<file path="src/rtl/isa_pkg.sv">
// Shared ISA constants, immediate-format and loader-state enums for the
// instruction loader and its field packer.
package isa_pkg;

  localparam logic [6:0] OPC_LOAD   = 7'b0000011;
  localparam logic [6:0] OPC_STORE  = 7'b0100011;
  localparam logic [6:0] OPC_BRANCH = 7'b1100011;

  typedef enum logic [1:0] {
    FMT_LOAD    = 2'b00,
    FMT_STORE   = 2'b01,
    FMT_BRANCH  = 2'b10,
    FMT_ILLEGAL = 2'b11
  } imm_fmt_e;

  typedef enum logic [1:0] {
    ST_IDLE  = 2'b00,
    ST_RUN   = 2'b01,
    ST_DRAIN = 2'b10,
    ST_DONE  = 2'b11
  } ldr_state_e;

  // A 32-bit sign-extended value fits in 12 bits when bits 31..11 all agree.
  function automatic logic imm_fits12(input logic [31:0] imm);
    return (&imm[31:11]) | ~(|imm[31:11]);
  endfunction

endpackage

</file>
<file path="src/rtl/instr_field_packer.sv">
// Combinational packer: decoded fields -> RV32 I/S/B instruction word,
// plus an illegal flag for bad format or out-of-range immediate.
module instr_field_packer
  import isa_pkg::*;
(
  input  imm_fmt_e    fmt,
  input  logic [4:0]  rd,
  input  logic [4:0]  rs1,
  input  logic [4:0]  rs2,
  input  logic [2:0]  funct3,
  input  logic [31:0] imm,
  output logic [31:0] word,
  output logic        illegal
);

  logic [11:0] i12;
  assign i12 = imm[11:0];

  // BRANCH immediates arrive pre-halved, so imm[k] is byte-offset bit k+1.
  always_comb begin
    word    = '0;
    illegal = ~imm_fits12(imm);
    case (fmt)
      FMT_LOAD:    word = {i12, rs1, funct3, rd, OPC_LOAD};
      FMT_STORE:   word = {i12[11:5], rs2, rs1, funct3, i12[4:0], OPC_STORE};
      FMT_BRANCH:  word = {i12[11], i12[9:4], rs2, rs1, funct3, i12[3:0], i12[10], OPC_BRANCH};
      default:     illegal = 1'b1;
    endcase
  end

endmodule

</file>
<file path="src/rtl/imm_encoder_loader.sv">
// Program loader: packs field beats into RV32 load/store/branch words and
// writes them sequentially into instruction memory, one word per cycle.
module imm_encoder_loader
  import isa_pkg::*;
#(
  parameter int ADDR_W = 10,
  parameter int ERR_W  = 8
) (
  input  logic              clk,
  input  logic              rst,
  input  logic              start,
  input  logic [ADDR_W-1:0] base_addr,
  input  logic [ADDR_W:0]   word_limit,
  input  logic              in_valid,
  output logic              in_ready,
  input  logic [1:0]        in_fmt,
  input  logic [4:0]        in_rd,
  input  logic [4:0]        in_rs1,
  input  logic [4:0]        in_rs2,
  input  logic [2:0]        in_funct3,
  input  logic [31:0]       in_imm,
  input  logic              in_last,
  output logic              mem_we,
  output logic [ADDR_W-1:0] mem_addr,
  output logic [31:0]       mem_wdata,
  output logic              busy,
  output logic              done,
  output logic [ADDR_W:0]   word_count,
  output logic              err,
  output logic [ERR_W-1:0]  err_count
);

  ldr_state_e        state;
  logic [ADDR_W-1:0] base_r;
  logic [ADDR_W:0]   limit_r;
  logic [31:0]       pk_word;
  logic              pk_illegal;
  logic              accept;
  logic [ADDR_W:0]   wc_inc;

  instr_field_packer u_packer (
    .fmt     (imm_fmt_e'(in_fmt)),
    .rd      (in_rd),
    .rs1     (in_rs1),
    .rs2     (in_rs2),
    .funct3  (in_funct3),
    .imm     (in_imm),
    .word    (pk_word),
    .illegal (pk_illegal)
  );

  // word_count already includes last cycle's acceptance, so the limit holds.
  assign in_ready = (state == ST_RUN) && (word_count < limit_r);
  assign accept   = in_valid && in_ready;
  assign wc_inc   = word_count + 1'b1;

  always_ff @(posedge clk) begin
    if (rst) begin
      state      <= ST_IDLE;
      base_r     <= '0;
      limit_r    <= '0;
      mem_we     <= 1'b0;
      mem_addr   <= '0;
      mem_wdata  <= '0;
      busy       <= 1'b0;
      done       <= 1'b0;
      word_count <= '0;
      err        <= 1'b0;
      err_count  <= '0;
    end else begin
      mem_we <= 1'b0;
      case (state)
        ST_IDLE, ST_DONE: begin
          if (start) begin
            base_r     <= base_addr;
            limit_r    <= word_limit;
            word_count <= '0;
            err        <= 1'b0;
            err_count  <= '0;
            if (word_limit == '0) begin
              state <= ST_DONE;
              busy  <= 1'b0;
              done  <= 1'b1;
            end else begin
              state <= ST_RUN;
              busy  <= 1'b1;
              done  <= 1'b0;
            end
          end
        end
        ST_RUN: begin
          if (accept) begin
            if (!pk_illegal) begin
              mem_we     <= 1'b1;
              mem_addr   <= base_r + word_count[ADDR_W-1:0];
              mem_wdata  <= pk_word;
              word_count <= wc_inc;
            end else begin
              err <= 1'b1;
              if (err_count != {ERR_W{1'b1}})
                err_count <= err_count + 1'b1;
            end
            if (in_last || (!pk_illegal && (wc_inc == limit_r)))
              state <= ST_DRAIN;
          end
        end
        ST_DRAIN: begin
          state <= ST_DONE;
          busy  <= 1'b0;
          done  <= 1'b1;
        end
        default: state <= ST_IDLE;
      endcase
    end
  end

endmodule
</file>
<file path="config.mk">
export PLATFORM = sky130hd
export DESIGN_NAME = imm_encoder_loader
export DESIGN_NICKNAME = d
export VERILOG_FILES = /design/src/rtl/isa_pkg.sv /design/src/rtl/instr_field_packer.sv /design/src/rtl/imm_encoder_loader.sv
export SDC_FILE = /design/constraint.sdc
export NUM_CORES = 1
export LEC_CHECK = 0
export ABC_AREA = 0
export BUFFER_PORTS_ARGS = -buffer_cell sky130_fd_sc_hd__buf_2
export CORE_UTILIZATION = 45
export CTS_CLUSTER_SIZE = 40
export DETAILED_ROUTE_END_ITERATION = 12
export PLACE_DENSITY = 0.76
export SYNTH_ARGS = -nofsm -noshare
export SYNTH_HDL_FRONTEND = slang
export SYNTH_SLANG_ARGS = --single-unit
</file>
<file path="constraint.sdc">
create_clock -name clk -period 4.3 [get_ports clk]
set_input_delay 0.645 -clock clk [delete_from_list [all_inputs] [get_ports clk]]
set_output_delay 0.645 -clock clk [all_outputs]
set_load 0.02 [all_outputs]
</file>
=== Word-level counts from Yosys, hierarchy flattened ===
Index checks and enable logic that the tools add are counted.

* Output and inout bits: 66
* Input bits: 78
* Register bits after elaboration: 88
* Logic and storage cells: 83

* Reduce and logical (&&, ||, !) cells: 22
* Add/subtract/negate cells: 3
* Magnitude comparators: 1
* Bitwise gates (word level): 6
* Equality and inequality tests: 13
* Muxes and demuxes: 27

{| class="wikitable"
|+ Operator list
! cell !! count
|-
| 32-bit case mux with 3 select lines || 1
|-
| 11-bit 2-to-1 mux || 3
|-
| 8-bit 2-to-1 mux || 4
|-
| 11-bit case mux with 2 select lines || 1
|-
| 21-bit AND reduction || 1
|-
| 21-bit OR reduction || 1
|-
| 8-bit case mux with 2 select lines || 1
|-
| 11-bit by 1-bit adder with 11-bit output, second input constant || 1
|-
| 11-bit equality test || 1
|-
| 11-bit logical NOT || 1
|-
| 11-bit < comparator || 1
|-
| 10-bit adder || 1
|-
| 1-bit 2-to-1 mux || 9
|-
| 8-bit by 1-bit adder with 8-bit output, second input constant || 1
|-
| 2-bit 2-to-1 mux || 4
|-
| 2-bit != test, second input constant || 4
|-
| 8-bit != test, second input constant || 1
|-
| 4-bit AND reduction || 2
|-
| 2-bit equality test, second input constant || 3
|-
| 1-bit case mux with 2 select lines || 3
|-
| 2-bit case mux with 3 select lines || 1
|-
| 3-bit AND reduction || 2
|-
| 3-bit OR reduction || 2
|-
| 1-bit NOT || 5
|-
| other kinds (11) || 18
|}

=== Depth between registers and ports, before layout ===
* Word-level depth: 11
* Gate-level depth with buffers: 11
* Depth with buffers taken out: 10

=== By module ===
From an unflattened synthesis, not the netlist that was laid out.

* Cell total of the unflattened synthesis: 647
* Area, all modules: 5,017.3 um^2

{| class="wikitable"
|+ Modules (own cells, without submodules)
! module !! area each (um^2) !! instances !! cells each !! seq. area each (um^2)
|-
| imm_encoder_loader || 4,513.1 || 1 || 570 || 1,761.7
|-
| instr_field_packer || 504.2 || 1 || 77 || 0.0
|}

=== Worst setup path after synthesis ===
No wires, ideal clock.

* Kind: input to register
* From: in in_imm[16]
* To: reg word_count[7]
* Buffers on the path: 0
* Data required time: 4,230 ps
* Slack: 1,364 ps
* Stages: 6
* Setup time: 70 ps
* Arrival time: 2,865 ps
* Path through: or4_1 > or4_4 > a31o_1 > or3_4 > or4_1 > a21oi_1

* Cells in the longest elaborated chain, start to end: 7
* Elaborated cells between the ends (all ways): 8
* Those cells by class: eq/ne (1); mux (1); bitwise (3); reduce/logical (3)

{| class="wikitable"
|+ Ends and longest elaborated chain
! element !! RTL line !! text
|-
| start, declared || imm_encoder_loader.sv:21 || <nowiki>input logic [31:0] in_imm,</nowiki>
|-
| 21-bit OR reduction || isa_pkg.sv:25 || <nowiki>return (&imm[31:11]) | ~(|imm[31:11]);</nowiki>
|-
| 1-bit NOT || isa_pkg.sv:25 ||
|-
| 1-bit bitwise OR (*) || isa_pkg.sv:25 ||
|-
| 1-bit NOT (*) || instr_field_packer.sv:22 || <nowiki>illegal = ~imm_fits12(imm);</nowiki>
|-
| 1-bit 2-to-1 mux (*) || instr_field_packer.sv:23 || <nowiki>case (fmt)</nowiki>
|-
| 2-bit != test (no source line) (*) || - ||
|-
| 4-bit AND reduction (no source line) (*) || - ||
|-
| end signal, assigned || imm_encoder_loader.sv:97 || <nowiki>word_count <= wc_inc;</nowiki>
|-
| end, declared || imm_encoder_loader.sv:28 || <nowiki>output logic [ADDR_W:0] word_count,</nowiki>
|}

Mark *: on every way between the ends. The rest lies on a longest branch, timed or not.
A chain may end at the register's enable or synchronous reset.

=== Final worst setup path ===
* From: reg state[1]
* To: out in_ready

* Cells in the longest elaborated chain, start to end: 2

{| class="wikitable"
|+ Ends and longest elaborated chain
! element !! RTL line !! text
|-
| start, declared || imm_encoder_loader.sv:33 || <nowiki>ldr_state_e state;</nowiki>
|-
| start signal, assigned || imm_encoder_loader.sv:59 || <nowiki>state <= ST_IDLE;</nowiki>
|-
| start signal, assigned || imm_encoder_loader.sv:81 || <nowiki>state <= ST_DONE;</nowiki>
|-
| start signal, assigned || imm_encoder_loader.sv:85 || <nowiki>state <= ST_RUN;</nowiki>
|-
| 2-bit by 1-bit equality test with 1-bit output || imm_encoder_loader.sv:53 || <nowiki>assign in_ready = (state == ST_RUN) && (word_count < limit_r);</nowiki>
|-
| 1-bit logical AND || imm_encoder_loader.sv:53 ||
|-
| end, declared || imm_encoder_loader.sv:15 || <nowiki>output logic in_ready,</nowiki>
|}

No other way between the ends.

==> results.tsv <==
stage	metric	value	unit
worst_setup_path	worstSetupStartpoint	state[1]	
sta	worst_pin_slew	661.3	ps
place	pre_cts_ws	832.4	ps
floorplanning	initial_core_util	47.25	%
clock_network	ctsResizeCount	0	
routing	viasPerCell	5.700	
grt	use_met1	31.62	%
floorplanning	dieArea	10820	um2
worst_setup_path	end_kind	output port	
final_layout	synthToLayoutAreaGrowth	20.28	%
pwr	leakage	2.359	nW
sta	setup_tns	0	ps
routing	wl_per_cell	15.75	um
routing	drtIter0Drc	349	
clock_network	clk_path_buf_depth	2	
synth	syn_inst	594	
grt	grt.busiest_layer	met2	
final_layout	nets	824	
synth	yosysSeqAreaShare	35.92	%
pwr	cellPowerDensity	394.3	nW/um2
sta	fin_ws	763.4	ps
worst_setup_path	cp_max_fo	17	
synth	yosys.area_share.simple	25.17	%
grt	grt_util_met3	4.762	%
grt	grtUsageMet2	41.33	%
synth	syn_area	4682	um2
floorplanning	ios	144	
synth	ys_types	59	
worst_setup_path	worstReg2RegStart	state[1]	
worst_setup_path	crit_type	reg2out	
grt	grt_pass1_wl	22110	um
synth	yosys.area_share.adder	8.445	%
grt	grt_start_max_net_pins	51	
clock_network	htreeDepth	3	
routing	wl	13440	um
sta	fmax	0.2828	GHz
pwr	vdd_drop_max	225.7	uV
clock_network	clock-sinks	84	
sta	final.setup_skew	14.76	ps
final_layout	regArea	1682	um2
clock_network	path_clk_slew	90	ps
grt	grt.total_usage	25.09	%
routing	ant_nets	0	
sta	period_needed	3537	ps
synth	yosysWarnings	0	
clock_network	cts_made_buffers	9	
clock_network	postCtsSetupBuffers	0	
synth	synth-compound-area-share	20.36	%
worst_setup_path	crit_arrival	2890	ps
synth	synth_edf_count	0	
place	gp_congestion	0.9612	
synth	synth_area_per_cell	7.882	um2
sta	rsz0062_at_grt	no	
grt	grt_overflow_total	0	
synth	synth_xor_area_share	4.115	%
sta	setup_viol	0	
clock_network	cts_hold_buf	0	
run_status	outcome	completed	
worst_setup_path	start_kind	flop	
final_layout	drive_gt1_share	24.17	%
final_layout	num_antenna_cells	0	
final_layout	multi_input_area	2751	um2
synth	ys_ff_latch	84	
synth	synth.area.mux_share	0.4276	%
sta	post-route-period-util	82.25	%
worst_hold_path	hp-class	reg2reg	
clock_network	cts_tree	done	
routing	drcViolationCount	0	
final_layout	nFillCells	943	
routing	drt_pass1_iterations	7	
sta	drv_slew	0	
grt	grt_pass1_vias	4599	
floorplanning	die_w	104	um
worst_setup_path	crit_required	3650	ps
routing	vias	4862	
floorplanning	coreArea	9910	um2
place	hpwl	9963	um
floorplanning	die_h	104	um
grt	antenna_found_initial	0	
sta	slew_headroom	55.65	%
run	timing.max_cap.violations	0	
clock_network	clk_latency	380	ps
floorplanning	rows	36	
synth	synthArstFlopShare	0	%
synth	synth_top_family_by_area	simple AND/OR/NAND/NOR gates	
clock_network	clockRootBuffer	clkbuf_8	
sta	hold_viol	0	
synth	synth_ff_type	dfxtp_1	
place	numPortBuffers	140	
worst_hold_path	hp-start	mem_addr[6]	
[state kept, by name, indices dropped and copies added (netlist names)]
name	cells
mem_addr	10
limit_r	11
done	1
busy	1
err	1
mem_we	1
base_r	10
err_count	8
mem_wdata	28
word_count	11
state	2
[kinds of logic (layout without fill, tap and decap cells)]
| group | Yosys count | in the layout |
|---|---|---|
| other cells | 1 | 3 |
| buf+inv | 64 | 188 |
| fa+ha+maj | 31 | 31 |
| simple gates | 237 | 237 |
| xor+xnor | 22 | 22 |
| compound gates | 153 | 153 |
| flops | 84 | 84 |
| mux | 2 | 2 |
[critical path: stages (launching register included)]
cell     delay [ps]
dfxtp_1         350
inv_1            90
ha_1            470
inv_1           410
or3_1           460
o22ai_1         150
buf_4           220
and2_1          180
buf_2           190
[per-stage QoR]
step / power (W) / area, um2 / utilization (%) / cells / hold slack (ps)
6_report: 0.002221 / 5632 / 56.83 / 853 / 451.7
5_1_grt: 0.002372 / 5632 / 56.83 / 853 / 476.1
4_1_cts: 0.002236 / 5632 / 56.83 / 853 / 455.3
3_5_place_dp: 0.001694 / 5450 / 55.00 / 837 / 443.6
3_3_place_gp: 0.001667 / 5450 / 55.00 / 837 / 436.4
2_1_floorplan: 0.001461 / 4690 / - / 596 / 440.0
[power by group]
group	total (W)	switching (W)	internal, W
sequential	0.000896	0.0000539	0.000842
combinational	0.000786	0.000496	0.000290
clock	0.000538	0.000321	0.000218
total	0.00222	0.000871	0.00135
[path summary, 6_finish.rpt]
kind	cells after the start	slack [ps]	to
setup reg to reg	8	930	err_count[7]
hold reg to reg	2	450	mem_addr[6]
hold / removal	2	450	mem_addr[6]
setup / recovery	8	760	in_ready
[per-layer routing]
metal	up-vias	wire length [um]
met5	-	0
met4	0	350
met3	22	883
met2	203	6202
met1	2263	5998
li1	2374	-
[synth_stat cells (4+ instances only)]
| cell | count | area share [%] |
|---|---|---|
| nand4_1 | 14 | 1.9 |
| clkbuf_1 | 29 | 2.3 |
| a21oi_1 | 70 | 7.5 |
| or4_1 | 9 | 1.4 |
| nor2_1 | 28 | 2.2 |
| nand3_1 | 25 | 2.7 |
| a22oi_1 | 9 | 1.4 |
| a222oi_1 | 5 | 1.1 |
| inv_1 | 24 | 1.9 |
| o31ai_1 | 5 | 0.80 |
| xnor2_1 | 17 | 3.2 |
| buf_1 | 6 | 0.48 |
| xor2_1 | 5 | 0.94 |
| nand2_1 | 95 | 7.6 |
| or3_1 | 20 | 2.7 |
| dfxtp_1 | 84 | 36 |
| ha_1 | 30 | 8.0 |
| o21ai_0 | 18 | 1.9 |
| a211oi_1 | 10 | 1.6 |
| buf_4 | 4 | 0.64 |
| nor4_1 | 8 | 1.1 |
| and2_1 | 4 | 0.53 |
| nor3_1 | 8 | 0.86 |
| nor2b_1 | 5 | 0.67 |
| a31oi_1 | 8 | 1.1 |
| and3_1 | 4 | 0.53 |
[layout make-up]
cell class              count  share of cell area, %
inverters                  24                  1.600
repair buffers            148                  13.51
clock buffers               9                  2.200
multi-input cells         448                  48.86
clock inverters             7                  1.022
flip-flops and latches     84                  29.86
well taps                 133                  2.955
[cells in the final DEF (no fill, tap or decap), types with 3 or more instances in the layout]
cell      Yosys  routed
nor3_1        8       8
a221oi_1      3       3
conb_1        1       3
xnor2_1      17      17
buf_2         1     140
nor4_1        8       8
nor2_1       28      28
or3_1        20      20
a31oi_1       8       8
ha_1         30      30
nor2b_1       5       5
or4_1         9       9
or2_2         3       3
xor2_1        5       5
and2_1        4       4
and3_1        4       4
a222oi_1      5       5
a22oi_1       9       9
nand3_1      25      25
clkbuf_8      0       9
o21ai_0      18      18
inv_1        24      24
nand4_1      14      14
nand2b_1      3       3
and4_1        3       3
a211oi_1     10      10
nand2_1      95      95
buf_4         4       8
o211ai_1      3       3
o31ai_1       5       5
dfxtp_1      84      84
a21o_1        3       3
o31a_1        3       3
a21oi_1      70      70
(Power assumes the default switching activity.)
